[src/rtl/pipe_stage_skid_reg_if.sv]
`default_nettype none
// ============================================================================
//  Module   : pipe_stage_skid_reg_if
//  Purpose  : Handshake bundle between an upstream stage, the skid pipeline
//             register and a downstream stage.
//  Signals  : InValid/InReady/InCtrl/InData   - upstream -> register channel
//             OutValid/OutReady/OutCtrl/OutData - register -> downstream channel
//  Modports : slave  - the pipeline register itself
//             master - the surrounding stages (or a testbench)
//  Revision : 1.0 - initial release
// ============================================================================
interface pipe_stage_skid_reg_if #(
  parameter int CTRL_W = 16,
  parameter int DATA_W = 128
);
  logic              InValid;
  logic              InReady;
  logic [CTRL_W-1:0] InCtrl;
  logic [DATA_W-1:0] InData;
  logic              OutValid;
  logic              OutReady;
  logic [CTRL_W-1:0] OutCtrl;
  logic [DATA_W-1:0] OutData;

  modport slave (
    input  InValid, InCtrl, InData, OutReady,
    output InReady, OutValid, OutCtrl, OutData
  );

  modport master (
    output InValid, InCtrl, InData, OutReady,
    input  InReady, OutValid, OutCtrl, OutData
  );
endinterface
`default_nettype wire

[src/rtl/pipe_stage_skid_reg.sv]
`default_nettype none
// ============================================================================
//  Module   : pipe_stage_skid_reg
//  Purpose  : Inter-stage pipeline register with valid/ready handshake and a
//             2-entry skid buffer. Carries one control and one data bundle per
//             instruction, supports stall, flush and bubble (zero-control)
//             insertion, and counts bubble cycles for performance debug.
//  Ports    : Clk       - clock, all state updates on posedge
//             Rst_n     - synchronous active-low reset
//             Flush     - discard held and incoming instructions
//             BubbleCnt - saturating count of cycles with OutValid=0
//             bus       - handshake bundle (slave view)
//  Revision : 1.0 - initial release
// ============================================================================
module pipe_stage_skid_reg #(
  parameter int CTRL_W              = 16,
  parameter int DATA_W              = 128,
  parameter bit ZERO_DATA_ON_BUBBLE = 1'b1,
  parameter int CNT_W               = 16
) (
  input  wire logic               Clk,
  input  wire logic               Rst_n,
  input  wire logic               Flush,
  output logic [CNT_W-1:0]        BubbleCnt,
  pipe_stage_skid_reg_if.slave    bus
);

  typedef enum logic [1:0] {
    ST_EMPTY = 2'd0,
    ST_FULL  = 2'd1,
    ST_SKID  = 2'd2
  } state_t;

  state_t            state_q;
  logic [CTRL_W-1:0] main_ctrl_q;
  logic [DATA_W-1:0] main_data_q;
  logic [CTRL_W-1:0] skid_ctrl_q;
  logic [DATA_W-1:0] skid_data_q;
  logic [CNT_W-1:0]  bubble_q;
  logic [CNT_W-1:0]  bubble_d;

  logic in_ready;
  logic out_valid;
  logic accept;
  logic take;

  // Ready depends only on registered state, so OutReady never ripples
  // combinationally back to the upstream stage.
  assign in_ready  = (state_q != ST_SKID);
  assign out_valid = (state_q != ST_EMPTY);
  assign accept    = bus.InValid & in_ready;
  assign take      = out_valid & bus.OutReady;

  assign bus.InReady  = in_ready;
  assign bus.OutValid = out_valid;
  // The main entry may keep stale control after it drains, so gate it.
  assign bus.OutCtrl  = out_valid ? main_ctrl_q : '0;

  generate
    if (ZERO_DATA_ON_BUBBLE) begin : g_zero_data
      assign bus.OutData = out_valid ? main_data_q : '0;
    end else begin : g_hold_data
      assign bus.OutData = main_data_q;
    end
  endgenerate

  // Handshake FSM with the main/skid entries. A take in a flush cycle needs no
  // action: the instruction left this cycle and the state empties regardless.
  always_ff @(posedge Clk) begin
    if (!Rst_n) begin
      state_q     <= ST_EMPTY;
      main_ctrl_q <= '0;
      main_data_q <= '0;
      skid_ctrl_q <= '0;
      skid_data_q <= '0;
    end else if (Flush) begin
      state_q     <= ST_EMPTY;
      main_ctrl_q <= '0;
      skid_ctrl_q <= '0;
    end else begin
      case (state_q)
        ST_EMPTY: begin
          if (accept) begin
            state_q     <= ST_FULL;
            main_ctrl_q <= bus.InCtrl;
            main_data_q <= bus.InData;
          end
        end
        ST_FULL: begin
          if (accept && take) begin
            main_ctrl_q <= bus.InCtrl;
            main_data_q <= bus.InData;
          end else if (accept) begin
            // Downstream stalled while upstream delivered: park in skid.
            state_q     <= ST_SKID;
            skid_ctrl_q <= bus.InCtrl;
            skid_data_q <= bus.InData;
          end else if (take) begin
            state_q <= ST_EMPTY;
          end
        end
        ST_SKID: begin
          if (take) begin
            state_q     <= ST_FULL;
            main_ctrl_q <= skid_ctrl_q;
            main_data_q <= skid_data_q;
          end
        end
        default: begin
          state_q <= ST_EMPTY;
        end
      endcase
    end
  end

  // Bubble counter: counts edges whose pre-edge OutValid was low; saturates.
  assign bubble_d = (!out_valid && (bubble_q != {CNT_W{1'b1}}))
                    ? bubble_q + CNT_W'(1) : bubble_q;

  always_ff @(posedge Clk) begin
    if (!Rst_n) begin
      bubble_q <= '0;
    end else begin
      bubble_q <= bubble_d;
    end
  end

  assign BubbleCnt = bubble_q;

endmodule
`default_nettype wire
[src/flat_wrapper.sv]
// flat-port wrapper written by rule: the top's interface ports become plain ports
module pipe_stage_skid_reg_flat 
#(
  parameter int CTRL_W              = 16,
  parameter int DATA_W              = 128,
  parameter bit ZERO_DATA_ON_BUBBLE = 1'b1,
  parameter int CNT_W               = 16
)
  (Clk, Rst_n, Flush, BubbleCnt, bus_InValid, bus_InCtrl, bus_InData, bus_OutReady, bus_InReady, bus_OutValid, bus_OutCtrl, bus_OutData);
  pipe_stage_skid_reg_if #(.CTRL_W(CTRL_W), .DATA_W(DATA_W)) bus_i ();
  input  wire logic Clk;
  input  wire logic Rst_n;
  input  wire logic Flush;
  output logic [CNT_W-1:0] BubbleCnt;
  input wire logic [$bits(bus_i.InValid)-1:0] bus_InValid;
  input wire logic [$bits(bus_i.InCtrl)-1:0] bus_InCtrl;
  input wire logic [$bits(bus_i.InData)-1:0] bus_InData;
  input wire logic [$bits(bus_i.OutReady)-1:0] bus_OutReady;
  output wire logic [$bits(bus_i.InReady)-1:0] bus_InReady;
  output wire logic [$bits(bus_i.OutValid)-1:0] bus_OutValid;
  output wire logic [$bits(bus_i.OutCtrl)-1:0] bus_OutCtrl;
  output wire logic [$bits(bus_i.OutData)-1:0] bus_OutData;
  assign bus_i.InValid = bus_InValid;
  assign bus_i.InCtrl = bus_InCtrl;
  assign bus_i.InData = bus_InData;
  assign bus_i.OutReady = bus_OutReady;
  assign bus_InReady = bus_i.InReady;
  assign bus_OutValid = bus_i.OutValid;
  assign bus_OutCtrl = bus_i.OutCtrl;
  assign bus_OutData = bus_i.OutData;
  pipe_stage_skid_reg #(.CTRL_W(CTRL_W), .DATA_W(DATA_W), .ZERO_DATA_ON_BUBBLE(ZERO_DATA_ON_BUBBLE), .CNT_W(CNT_W)) u_core (.Clk(Clk), .Rst_n(Rst_n), .Flush(Flush), .BubbleCnt(BubbleCnt), .bus(bus_i));
endmodule
[config.mk]
export PLATFORM = sky130hd
export DESIGN_NAME = pipe_stage_skid_reg_flat
export DESIGN_NICKNAME = d
export VERILOG_FILES = /design/src/rtl/pipe_stage_skid_reg_if.sv /design/src/rtl/pipe_stage_skid_reg.sv /design/src/flat_wrapper.sv
export SDC_FILE = /design/constraint.sdc
export NUM_CORES = 1
export LEC_CHECK = 0
export BUFFER_PORTS_ARGS = -buffer_cell sky130_fd_sc_hd__buf_2
export CAP_MARGIN = 20
export CORE_ASPECT_RATIO = 1.5
export CORE_UTILIZATION = 25
export DETAILED_ROUTE_END_ITERATION = 10
export GPL_ROUTABILITY_DRIVEN = 1
export HOLD_SLACK_MARGIN = 0.02
export PLACE_DENSITY = 0.43
export SLEW_MARGIN = 5
export SYNTH_ARGS = -nofsm -noshare
export SYNTH_HDL_FRONTEND = slang
export SYNTH_SLANG_ARGS = --single-unit
[constraint.sdc]
create_clock -name Clk -period 2 [get_ports Clk]
set_input_delay 0.4 -clock Clk [delete_from_list [all_inputs] [get_ports Clk]]
set_output_delay 0.4 -clock Clk [all_outputs]
set_load 0.02 [all_outputs]
======== After elaboration in Yosys (flattened, before gate mapping) ========
Cells that the tools add are included.
storage, ports and cells
  output and inout bits ................... 162
  register bits after elaboration ......... 306
operators by class
  muxes and demuxes ....................... 16
  reductions and logical operators ........ 12
  add/sub/neg operators ................... 1
  eq/ne operators ......................... 9
  bitwise operators ....................... 5
operators with widths
  operator                 number
  $mux W128                4
  $pmux W128 S3            1
  $mux W16                 4
  $pmux W16 S3             1
  $add A16 B1 Y16 const B  1
  $ne A16 B16 Y1 const B   1
  $reduce_and A4 Y1        3
  $mux W2                  5
  $ne A2 B1 Y1 const B     3
  $pmux W2 S3              1
  $reduce_and A5 Y1        1
  $ne A2 B2 Y1 const B     2
  $ne A3 B1 Y1 const B     1
  $not A1 Y1               3
  $reduce_and A3 Y1        1
  $reduce_bool A3 Y1       1
  $and A1 B1 Y1            2
  $eq A2 B1 Y1 const B     1
  $eq A2 B2 Y1 const B     1
  $logic_and A1 B1 Y1      2
  $logic_not A2 Y1         1
  $reduce_bool A2 Y1       1
  $reduce_or A2 Y1         1
  $logic_not A1 Y1         1

======== Longest topological paths before layout ========
Gate-level depths: netlist of the first run.
  word-level depth ........................ 6
  depth in mapped cells ................... 8
  depth with buffers taken out ............ 5

======== Least setup slack after synthesis of the first run ========
No wires, ideal clock.
  path type ............................... reg2reg
  start ................................... register u_core.bubble_q[0], in the netlist u_core.BubbleCnt[0]
  end ..................................... register u_core.bubble_q[10], in the netlist u_core.BubbleCnt[10]
  period minus slack after synthesis ...... 2,148 ps
  path slack .............................. -148 ps
  data arrival time ....................... 2,079 ps
  stages on the path, launching flop included .. 7
  path through ............................ dfxtp_1 ha_1 or3b_1 buf_2 or3_4 or4_1 a21oi_1
between the ends
  cells in the longest elaborated chain, start to end .. 2
  elaborated cells between the ends (all ways) .. 3
  those cells by class .................... add/sub: 1; eq/ne: 1; reduce/logical: 1
ends and longest elaborated chain
  what                                                                     line                        source
  start: declaration                                                       pipe_stage_skid_reg.sv:39   logic [CNT_W-1:0] bubble_q;
  start signal: assignment                                                 pipe_stage_skid_reg.sv:124  bubble_q <= bubble_d;
  parallel branches: the longest is 2 deep, another holds $add A16 B1 Y16  --
Several ways; the timed one is not identified.
A chain may end at the register's enable or synchronous reset.

======== Final worst setup path of the first run ========
  start ................................... register u_core.state_q[1]
  end ..................................... output port bus_OutData[43]
between the ends
  cells in the longest elaborated chain, start to end .. 2
ends and longest elaborated chain
  what                      line                       source
  start: declaration        pipe_stage_skid_reg.sv:34  state_t state_q;
  start signal: assignment  pipe_stage_skid_reg.sv:71  state_q <= ST_EMPTY;
  start signal: assignment  pipe_stage_skid_reg.sv:77  state_q <= ST_EMPTY;
  start signal: assignment  pipe_stage_skid_reg.sv:84  state_q <= ST_FULL;
  $reduce_bool A2 Y1        pipe_stage_skid_reg.sv:50  assign out_valid = (state_q != ST_EMPTY);
  $mux W128                 pipe_stage_skid_reg.sv:61  assign bus.OutData = out_valid ? main_data_q : '0;
  end: declaration          flat_wrapper.sv:22         output wire logic [$bits(bus_i.OutData)-1:0] bus_OutData;
No other way between the ends.

==> impl_metrics.json, run 1 <==
{
  "layout_common_cells": "302 x dfxtp_1, 300 x nand2_1, 280 x a21oi_1",
  "p_comb_frac": 0.118,
  "fin_util": 0.355,
  "clk_latency_ns": 0.52,
  "slowest_delay_ns": 0.34,
  "place_inst": 2478,
  "drt-pass1-iter-count": 5,
  "die_y_um": 286,
  "path_max_fanout": 9,
  "grtUsageMet2": 0.281,
  "synth_cell_type_count": 39,
  "synth_cells": 1570,
  "gp_congestion": 0.793,
  "hold_viol_final": 0,
  "grt_pass1_vias": 11700,
  "grt_pass1_wl_um": 68600,
  "tns_ns": -21.56,
  "r2r_start": "u_core.state_q[1]",
  "maxSlewViolCount": 0,
  "p_clk_frac": 0.439,
  "ys_warn_count": 0,
  "crit_arrival_ns": 1.80,
  "boundaryPins": 311,
  "synth_area_um2": 13500,
  "reg2reg_slack_ns": 0.08,
  "grt_max_degree": 80,
  "p_per_area_nw_per_um2": 776,
  "pwr-share-seq": 0.443,
  "core_area_um2": 53000,
  "drtIter0Drc": 539,
  "wl_per_cell_um": 18.3,
  "io_buffer_count": 310,
  "dieArea_um2": 54900,
  "p_switching_mw": 3.75,
  "syn-mean-instance-area_um2": 8.59,
  "overflow": 0,
  "min_path_cells": 3,
  "status": "finished, violations left",
  "switching_share": 0.257,
  "start_util": 0.255,
  "clk_path_buf_depth": 3,
  "synth_seq_cells": 306,
  "syn_nets": 1720,
  "clkTransAtPathRegs_ns": 0.06,
  "use_met1": 0.189,
  "cp_top_family": "buffers and inverters",
  "cts_tree": "built",
  "path_buf_inv": 3,
  "cts_sinks": 306,
  "layout-drive-gt1-share": 0.304,
  "placed_area_um2": 16300,
  "min_to": "u_core.skid_data_q[101]",
  "holdWs_ns": 0.122,
  "viasPerCell": 4.81,
  "nets": 2009,
  "p_int_mw": 10.8,
  "fin_crit_ns": 2.20,
  "yosysSeqAreaShare": 0.454,
  "final_common_cell": "dfxtp_1",
  "die_w_um": 192,
  "area_growth_pct": 39.5,
  "drc": 0,
  "finalPower_mw": 14.6,
  "violations": "setup timing",
  "dr_total_vias": 12300,
  "fmax_mhz": 454,
  "power.leakage_nw": 8.12,
  "required_ns": 1.60,
  "tightestPinTransition_ns": 0.549,
  "cts_buffers": 36,
  "relSlewSlack": 0.631,
  "routed_wl_um": 47100,
  "post-route-period-util": 1.10,
  "r2r_cells": 8,
  "reg2reg_to": "u_core.main_data_q[20]",
  "grt_usage": 0.158,
  "place_ws_ns": 0.0953,
  "antenna_found_initial": 8,
  "crit_chain": "or2_4 -> buf_12 -> clkbuf_16 -> and2_1 -> buf_2",
  "hold_path_class": "input pin to flip-flop",
  "top_usage_layer": "met2",
  "cpMaxStageDelayCell": "dfxtp_4",
  "drv_cap": 0,
  "dp_hpwl_um": 28700,
  "ir_worst_vdd_mv": 0.493,
  "grt_use_met3": 0.0274,
  "min-delay-start": "bus_InData[101]",
  "ant_nets": 0,
  "final_cell_area_um2": 18800,
  "critPathKind": "flip-flop to output pin",
  "start_kind": "flip-flop",
  "setup_viol": 145,
  "end_kind": "output pin",
  "clock_skew_ns": 0.0130,
  "row_count": 103,
  "cts_root_buf": "clkbuf_16",
  "htreeDepth": 2,
  "grt_setup_unrepaired": "yes",
  "path_depth": 5,
  "final_cells": 2568,
  "setup_ws_ns": -0.201
}
## cells by family after synthesis
group,synth area share
multiplexers,0.110
buffers and inverters,0.0498
AO/OA/AOI/OAI,0.209
adder cells (fa/ha/maj),0.000928
flip-flops,0.454
AND/OR/NAND/NOR,0.176
## sequential cells by signal, summed over array words and instances (netlist names)
signal	count
u_core.main_ctrl_q	16
u_core.skid_ctrl_q	16
u_core.state_q	2
u_core.skid_data_q	128
u_core.main_data_q	128
u_core.BubbleCnt	16
## metal layers
metal	vias up	part of all wire	wire, µm
met1	5830	0.42	19600
li1	6164	-	-
met3	62	0.047	2230
met2	282	0.51	24100
met4	4	0.024	1120
met5	-	0.00042	20
## worst max path at each step
stage	startpoint	slack, ns	to
after detailed placement	u_core.BubbleCnt[0]	0.1	u_core.BubbleCnt[10]
final	u_core.state_q[1]	-0.20	bus_OutData[43]
after CTS	u_core.state_q[0]	-0.24	bus_OutData[39]
after global placement	u_core.BubbleCnt[0]	0.11	u_core.BubbleCnt[10]
after floorplan	u_core.BubbleCnt[0]	0.008	u_core.BubbleCnt[10]
after global routing	u_core.state_q[1]	-0.24	bus_OutData[44]
## synth_stat cells, drive strengths merged
cell,count,area (µm²)
nand3b,1,7.51
and2,145,907
nor4bb,1,10.0
mux2i,148,1480
o31ai,4,30.0
nor4,3,25.0
nor2b,2,12.5
nand2,301,1130
or2,2,12.5
o22a,1,8.76
a311oi,128,1120
ha,1,12.5
clkbuf,125,489
nand4bb,2,22.5
o41ai,3,26.3
clkinv,1,3.75
a21oi,281,1410
or3,6,48.8
nand2b,5,31.3
and4,1,8.76
inv,5,18.8
a211oi,19,143
o311ai,3,26.3
dfxtp,306,6130
nand4,3,18.8
o21ai,7,35.0
nand3,4,20.0
buf,33,160
or4,4,30.0
a31oi,1,6.26
a2111oi,1,10.0
or3b,1,8.76
nor2,22,82.6
## final cells by class
| cell class | instances | area [µm²] |
|---|---|---|
| clock buffers | 53 | 1050 |
| repair buffers | 409 | 3670 |
| flip-flops and latches | 306 | 6140 |
| inverters | 6 | 37.5 |
| well taps | 682 | 853 |
| clock inverters | 7 | 67.6 |
| diodes | 5 | 12.5 |
| fillers | 5466 | 34200 |
| multi-input cells | 1100 | 6990 |
## worst register-to-register path: stages, from the launching register on
cell and delay [ns]:
dfxtp_4 0.34, buf_4 0.15, buf_4 0.16, nand2b_1 0.18
o21ai_4 0.24, buf_12 0.20, buf_12 0.22, a21oi_1 0.10
a311oi_1 0.26
## power groups by stage
stage / sequential (mW) / clock [mW] / combinational, mW
3_5_place_dp: 6.59 / 0 / 1.47
3_3_place_gp: 6.58 / 0 / 1.45
5_1_grt: 6.49 / 6.86 / 1.87
4_1_cts: 6.46 / 6.67 / 1.57
2_1_floorplan: 6.55 / 0 / 0.851
6_report: 6.46 / 6.40 / 1.72
## timing repair
action,in CTS,in global routing
setup endpoints to repair,146,162
buffers inserted,4,6
hold buffers,0,0
endpoints found under the hold margin,0,0
gates cloned,4,11
gates resized for setup,149,167
pin swaps,13,44
No activity file was read; power rests on OpenSTA's default activity.
==> run 2: changes to the inputs <==
- PLACE_DENSITY: 0.43 -> 0.41
- REMOVE_ABC_BUFFERS: not set -> 1
- clock period: 2 -> 2.34 ns (I/O delays scaled with it)
==> run 2 against run 1 <==
The flow now finishes without violations. Combinational power decreased by 27%. Setup slack improved by 0.23 ns. Non-clock buffer count decreased by 32. Routed wire length decreased by 4.8%. First-iteration DRC count decreased by 6.1%. Via count decreased by 2.1%. Highest routed layer unchanged.
==> impl_metrics.json, run 2 (synthesis results as in run 1) <==
{
  "status": "completed",
  "fin_util": 0.332,
  "cts_sinks": 306,
  "dieArea_um2": 54900,
  "holdWs_ns": 0.177,
  "reg_top3": "u_core.main_data_q x128, u_core.skid_data_q x128",
  "area_growth_pct": 30.6,
  "place_ws_ns": 0.267,
  "core_area_um2": 53000,
  "drc": 0,
  "wl_met2_um": 22300,
  "wl_met1_um": 19300,
  "layout_common_cells": "304 x dfxtp_1, 300 x nand2_1, 289 x buf_2",
  "relSlewSlack": 0.574,
  "crit_chain": "or2_4 -> buf_12 -> buf_12 -> and2_1 -> buf_2",
  "hold_viol_final": 0,
  "multi_input_area_um2": 6760,
  "grt_setup_unrepaired": "yes",
  "start_util": 0.255,
  "overflow": 0,
  "cts_tree": "built",
  "clkTransAtPathRegs_ns": 0.06,
  "top_layer_used": "met5",
  "dp_hpwl_um": 28200,
  "fillers": 5566,
  "min_path_cells": 3,
  "clk_latency_ns": 0.54,
  "cts-hold-fix-buffers": 0,
  "end_kind": "output pin",
  "clock_skew_ns": 0.0114,
  "required_ns": 1.87,
  "r2r_start": "u_core.state_q[0]",
  "crit_arrival_ns": 1.84,
  "path_common_cell": "buf_12",
  "routed_wl_um": 44800,
  "grt_usage": 0.158,
  "viasPerCell": 4.76,
  "seqCellArea_um2": 6130,
  "nets": 1978,
  "post-route-period-util": 0.986,
  "fin_crit_ns": 2.31,
  "cp_top_family": "buffers and inverters",
  "maxSlewViolCount": 0,
  "grt_pass1_wl_um": 67500,
  "hold_path_class": "input pin to flip-flop",
  "drt-pass1-iter-count": 5,
  "start_kind": "flip-flop",
  "reg2reg_to": "u_core.BubbleCnt[13]",
  "clk_path_buf_depth": 3,
  "row_count": 103,
  "drv_cap": 0,
  "ir_worst_vdd_mv": 0.532,
  "layout-drive-gt1-share": 0.245,
  "cpMaxStageDelayCell": "dfxtp_4",
  "drtIter0Drc": 506,
  "grt_max_degree": 81,
  "min-delay-start": "bus_InData[73]",
  "final_common_cell": "dfxtp_1",
  "htreeDepth": 2,
  "r2r_cells": 6,
  "critPathKind": "flip-flop to output pin",
  "reg2reg_slack_ns": 0.18,
  "wl_met3_um": 2180,
  "die_y_um": 286,
  "path_max_fanout": 22,
  "gp_congestion": 0.744,
  "io_buffer_count": 310,
  "boundaryPins": 311,
  "path_buf_inv": 3,
  "antenna_found_initial": 9,
  "slowest_delay_ns": 0.36,
  "p_per_area_nw_per_um2": 718,
  "dr_total_vias": 12100,
  "setup_viol": 0,
  "cts_root_buf": "clkbuf_16",
  "setup_ws_ns": 0.0328,
  "min_to": "u_core.skid_data_q[73]",
  "grt_pass1_vias": 11400,
  "tightestPinTransition_ns": 0.638,
  "wl_per_cell_um": 17.7,
  "ant_nets": 0,
  "die_w_um": 192,
  "power.leakage_nw": 7.73,
  "fmax_mhz": 433,
  "cts_buffers": 36
}
==> run 2: changes by cell type in the layout (fill, tap and decap cells not counted), moves of 3 or more <==
cell,change
buf_4,-9
buf_6,-81
clkbuf_8,+5
clkinvlp_4,-3
buf_2,+78
buf_12,-6
and2_1,+86
clkbuf_16,-6
buf_16,-8
and2_4,-86
==> run 2: metal layers <==
layer / GRT usage / vias up
li1: - / 6079
met1: 0.193 / 5662
met2: 0.274 / 274
met3: 0.0336 / 60
met4: 0.0476 / 12
met5: 0 / -
==> run 2: tightest hold or removal path: cells and delay by family <==
kind | cells | cell delay [ns]
compound gates | 1 | 0.05
simple gates | 1 | 0.05
buf+inv | 1 | 0.10
==> run 2: area by class of cell <==
cell class	count	area share
Multi-Input combinational cell	1101	0.384
Sequential cell	306	0.348
Timing Repair Buffer	377	0.147
Clock buffer	58	0.0633
Tap cell	682	0.0485
Clock inverter	5	0.00569
Inverter	6	0.00213
Antenna cell	4	0.000569
==> run 2: how the worst max path moves through the flow <==
stage          slack [ns]  depth (start not counted)                    end           startpoint
4_1_cts             -0.01                          5        bus_OutData[89]    u_core.state_q[0]
6_report             0.03                          5       bus_OutData[117]    u_core.state_q[1]
3_5_place_dp         0.27                          4        bus_OutData[89]    u_core.state_q[0]
5_1_grt             -0.03                          5        bus_OutData[40]    u_core.state_q[1]
3_3_place_gp         0.28                          5   u_core.BubbleCnt[10]  u_core.BubbleCnt[0]
2_1_floorplan       -8.34                          4  u_core.main_data_q[0]         bus_OutReady
==> run 2: where the power goes <==
part | switching [mW] | internal, mW
Combinational | 0.737 | 0.515
Clock | 2.27 | 3.58
Sequential | 0.117 | 5.41
Total | 3.13 | 9.50
==> run 2: what timing repair did <==
action / in CTS / in global routing
hold endpoints to repair: 0 / 0
pin swaps: 1 / 0
cloned: 1 / 3
resized for setup: 5 / 51
setup buffers: 9 / 2
setup endpoints to repair: 146 / 93
==> run 2: through the flow <==
stage                     instance area, µm²  instances  total power [mW]  setup TNS [ns]
after detailed placement               16000       2457              6.85               0
after global placement                 16000       2457              6.84               0
final                                  17600       2539              12.6               0
after global routing                   17600       2537              13.2          -0.550
after floorplan                        12800       1412              6.33        -2070.49
after CTS                              17300       2530              12.9         -0.0429
==> run 3: changes to the inputs <==
- CELL_PAD_IN_SITES_DETAIL_PLACEMENT: not set -> 1
- CELL_PAD_IN_SITES_GLOBAL_PLACEMENT: not set -> 1
- PLACE_DENSITY: 0.41 -> 0.52
==> run 3 against run 2 <==
Hold slack improved by 0.0027 ns. First-iteration DRC count decreased by 15%. Utilization decreased by 0.30 points. Critical path depth unchanged. Final cell count decreased by 0.32%. Clock-buffer cell count decreased by 5. Fmax about the same. Setup slack improved by 0.0016 ns. Sequential power about the same. Non-clock buffer count decreased by 6. Routed wire length increased by 9.9%. Clock skew increased by 0.0031 ns. Largest power group unchanged.
==> impl_metrics.json, run 3 (synthesis results as in run 1) <==
{
  "status": "completed",
  "layout-drive-gt1-share": 0.249,
  "clock_skew_ns": 0.0146,
  "fmax_mhz": 434,
  "core_area_um2": 53000,
  "htreeDepth": 2,
  "dp_hpwl_um": 30100,
  "setup_viol": 0,
  "dr_total_vias": 12500,
  "clk_latency_ns": 0.53,
  "path_max_fanout": 19,
  "grt_use_met3": 0.0287,
  "power.leakage_nw": 7.70,
  "ir_worst_vdd_mv": 0.427,
  "overflow": 0,
  "nets": 1972,
  "cts_buffers": 37,
  "die_y_um": 286,
  "grtUsageMet2": 0.302,
  "final_cells": 2531,
  "cts_root_buf": "clkbuf_16",
  "drt-pass1-iter-count": 5,
  "p_per_area_nw_per_um2": 727,
  "crit_arrival_ns": 1.84,
  "wl_per_cell_um": 19.5,
  "die_w_um": 192,
  "cts_sinks": 306,
  "finalPower_mw": 12.7,
  "start_kind": "flip-flop",
  "grt_setup_unrepaired": "yes",
  "use_met1": 0.197,
  "grt_pass1_vias": 12800,
  "area_growth_pct": 29.4,
  "ant_nets": 0,
  "drv_cap": 0,
  "place_inst": 2452,
  "routed_wl_um": 49200,
  "antenna_found_initial": 6,
  "drc": 0,
  "clk_path_buf_depth": 3,
  "row_count": 103,
  "grt_usage": 0.167,
  "setup_ws_ns": 0.0344,
  "crit_chain": "or2_4 -> buf_8 -> buf_16 -> and2_1 -> buf_2",
  "p_switching_mw": 3.24,
  "end_kind": "output pin",
  "boundaryPins": 311,
  "hold_viol_final": 0,
  "drtIter0Drc": 431,
  "dieArea_um2": 54900,
  "fin_crit_ns": 2.31,
  "cts_tree": "built",
  "p_int_mw": 9.43,
  "pwr-share-seq": 0.436,
  "final_common_cell": "buf_2",
  "p_comb_frac": 0.103,
  "slowest_delay_ns": 0.34,
  "top_usage_layer": "met2",
  "cp_top_family": "buffers and inverters",
  "critPathKind": "flip-flop to output pin",
  "layout_common_cells": "308 x buf_2, 304 x dfxtp_1, 300 x nand2_1",
  "grt_pass1_wl_um": 72700,
  "path_buf_inv": 3,
  "reg_top3": "u_core.main_data_q x128, u_core.skid_data_q x128",
  "place_ws_ns": 0.263,
  "hold_path_class": "input pin to flip-flop",
  "grt_max_degree": 76,
  "maxSlewViolCount": 0,
  "relSlewSlack": 0.638,
  "final_cell_area_um2": 17400,
  "required_ns": 1.87,
  "clkTransAtPathRegs_ns": 0.06,
  "switching_share": 0.255,
  "cpMaxStageDelayCell": "dfxtp_4",
  "viasPerCell": 4.94,
  "start_util": 0.255,
  "holdWs_ns": 0.180,
  "placed_area_um2": 15900,
  "tightestPinTransition_ns": 0.537,
  "p_clk_frac": 0.461,
  "gp_congestion": 0.777,
  "io_buffer_count": 310,
  "post-route-period-util": 0.985
}
==> run 3: cell count changes in the layout (fill, tap and decap cells not counted), sizes merged <==
cell / delta
buf: -7
bufinv: -1
clkbuf: -4
clkinv: +5
diode: -1
inv: +1
or2: -1
==> run 3: stage by stage <==
step	TNS (ns)	utilization
global route	-0.116	0.329
finish	0	0.329
global placement	0	0.301
CTS	-0.195	0.324
detailed placement	0	0.301
floorplan	-2070.49	-
==> run 3: power by group through the flow <==
stage,combinational (mW),sequential (mW),clock [mW]
detailed placement,1.24,5.64,0
floorplan,0.728,5.60,0
CTS,1.24,5.52,6.04
global placement,1.21,5.63,0
global route,1.44,5.54,6.21
finish,1.31,5.52,5.84
==> run 3: cell type report <==
cell class                      instances  area [µm²]
Sequential cell                       306        6130
Tap cell                              682         853
Inverter                                6        37.5
Timing Repair Buffer                  371        2420
Multi-Input combinational cell       1100        6770
Antenna cell                            3        7.51
Clock inverter                         10         108
Fill cell                            6275       35500
Clock buffer                           53        1110
==> run 3: metal layers <==
metal,routed length [µm],share of wire,vias up
li1,-,-,6072
met1,20500,0.42,6118
met2,25300,0.51,259
met3,2210,0.045,60
met4,1190,0.024,4
met5,31,0.00063,-
==> run 3: timing repair <==
item                                   CTS  global route
endpoints found under the hold margin    0             0
pin swaps                                0             1
hold buffers                             0             0
buffers inserted                         0             3
setup endpoints to repair              144           139
gates resized for setup                  1            25
cloned                                   0            10
==> run 3: path summary, 6_finish.rpt <==
| kind | depth (start not counted) | slack (ns) | start | end |
|---|---|---|---|---|
| max | 5 | 0.03 | u_core.state_q[0] | bus_OutData[56] |
| min | 3 | 0.18 | bus_InData[27] | u_core.skid_data_q[27] |
| max reg2reg | 5 | 0.24 | u_core.BubbleCnt[1] | u_core.BubbleCnt[10] |
| min reg2reg | 2 | 0.45 | u_core.skid_data_q[126] | u_core.skid_data_q[126] |
==> run 3: worst reg2reg max path, cell delays in order (launching register included) <==
cell and delay, ns:
dfxtp_1 0.39, ha_1 0.30, or3b_1 0.40, or3_4 0.37, or4_1 0.41, a21oi_1 0.16
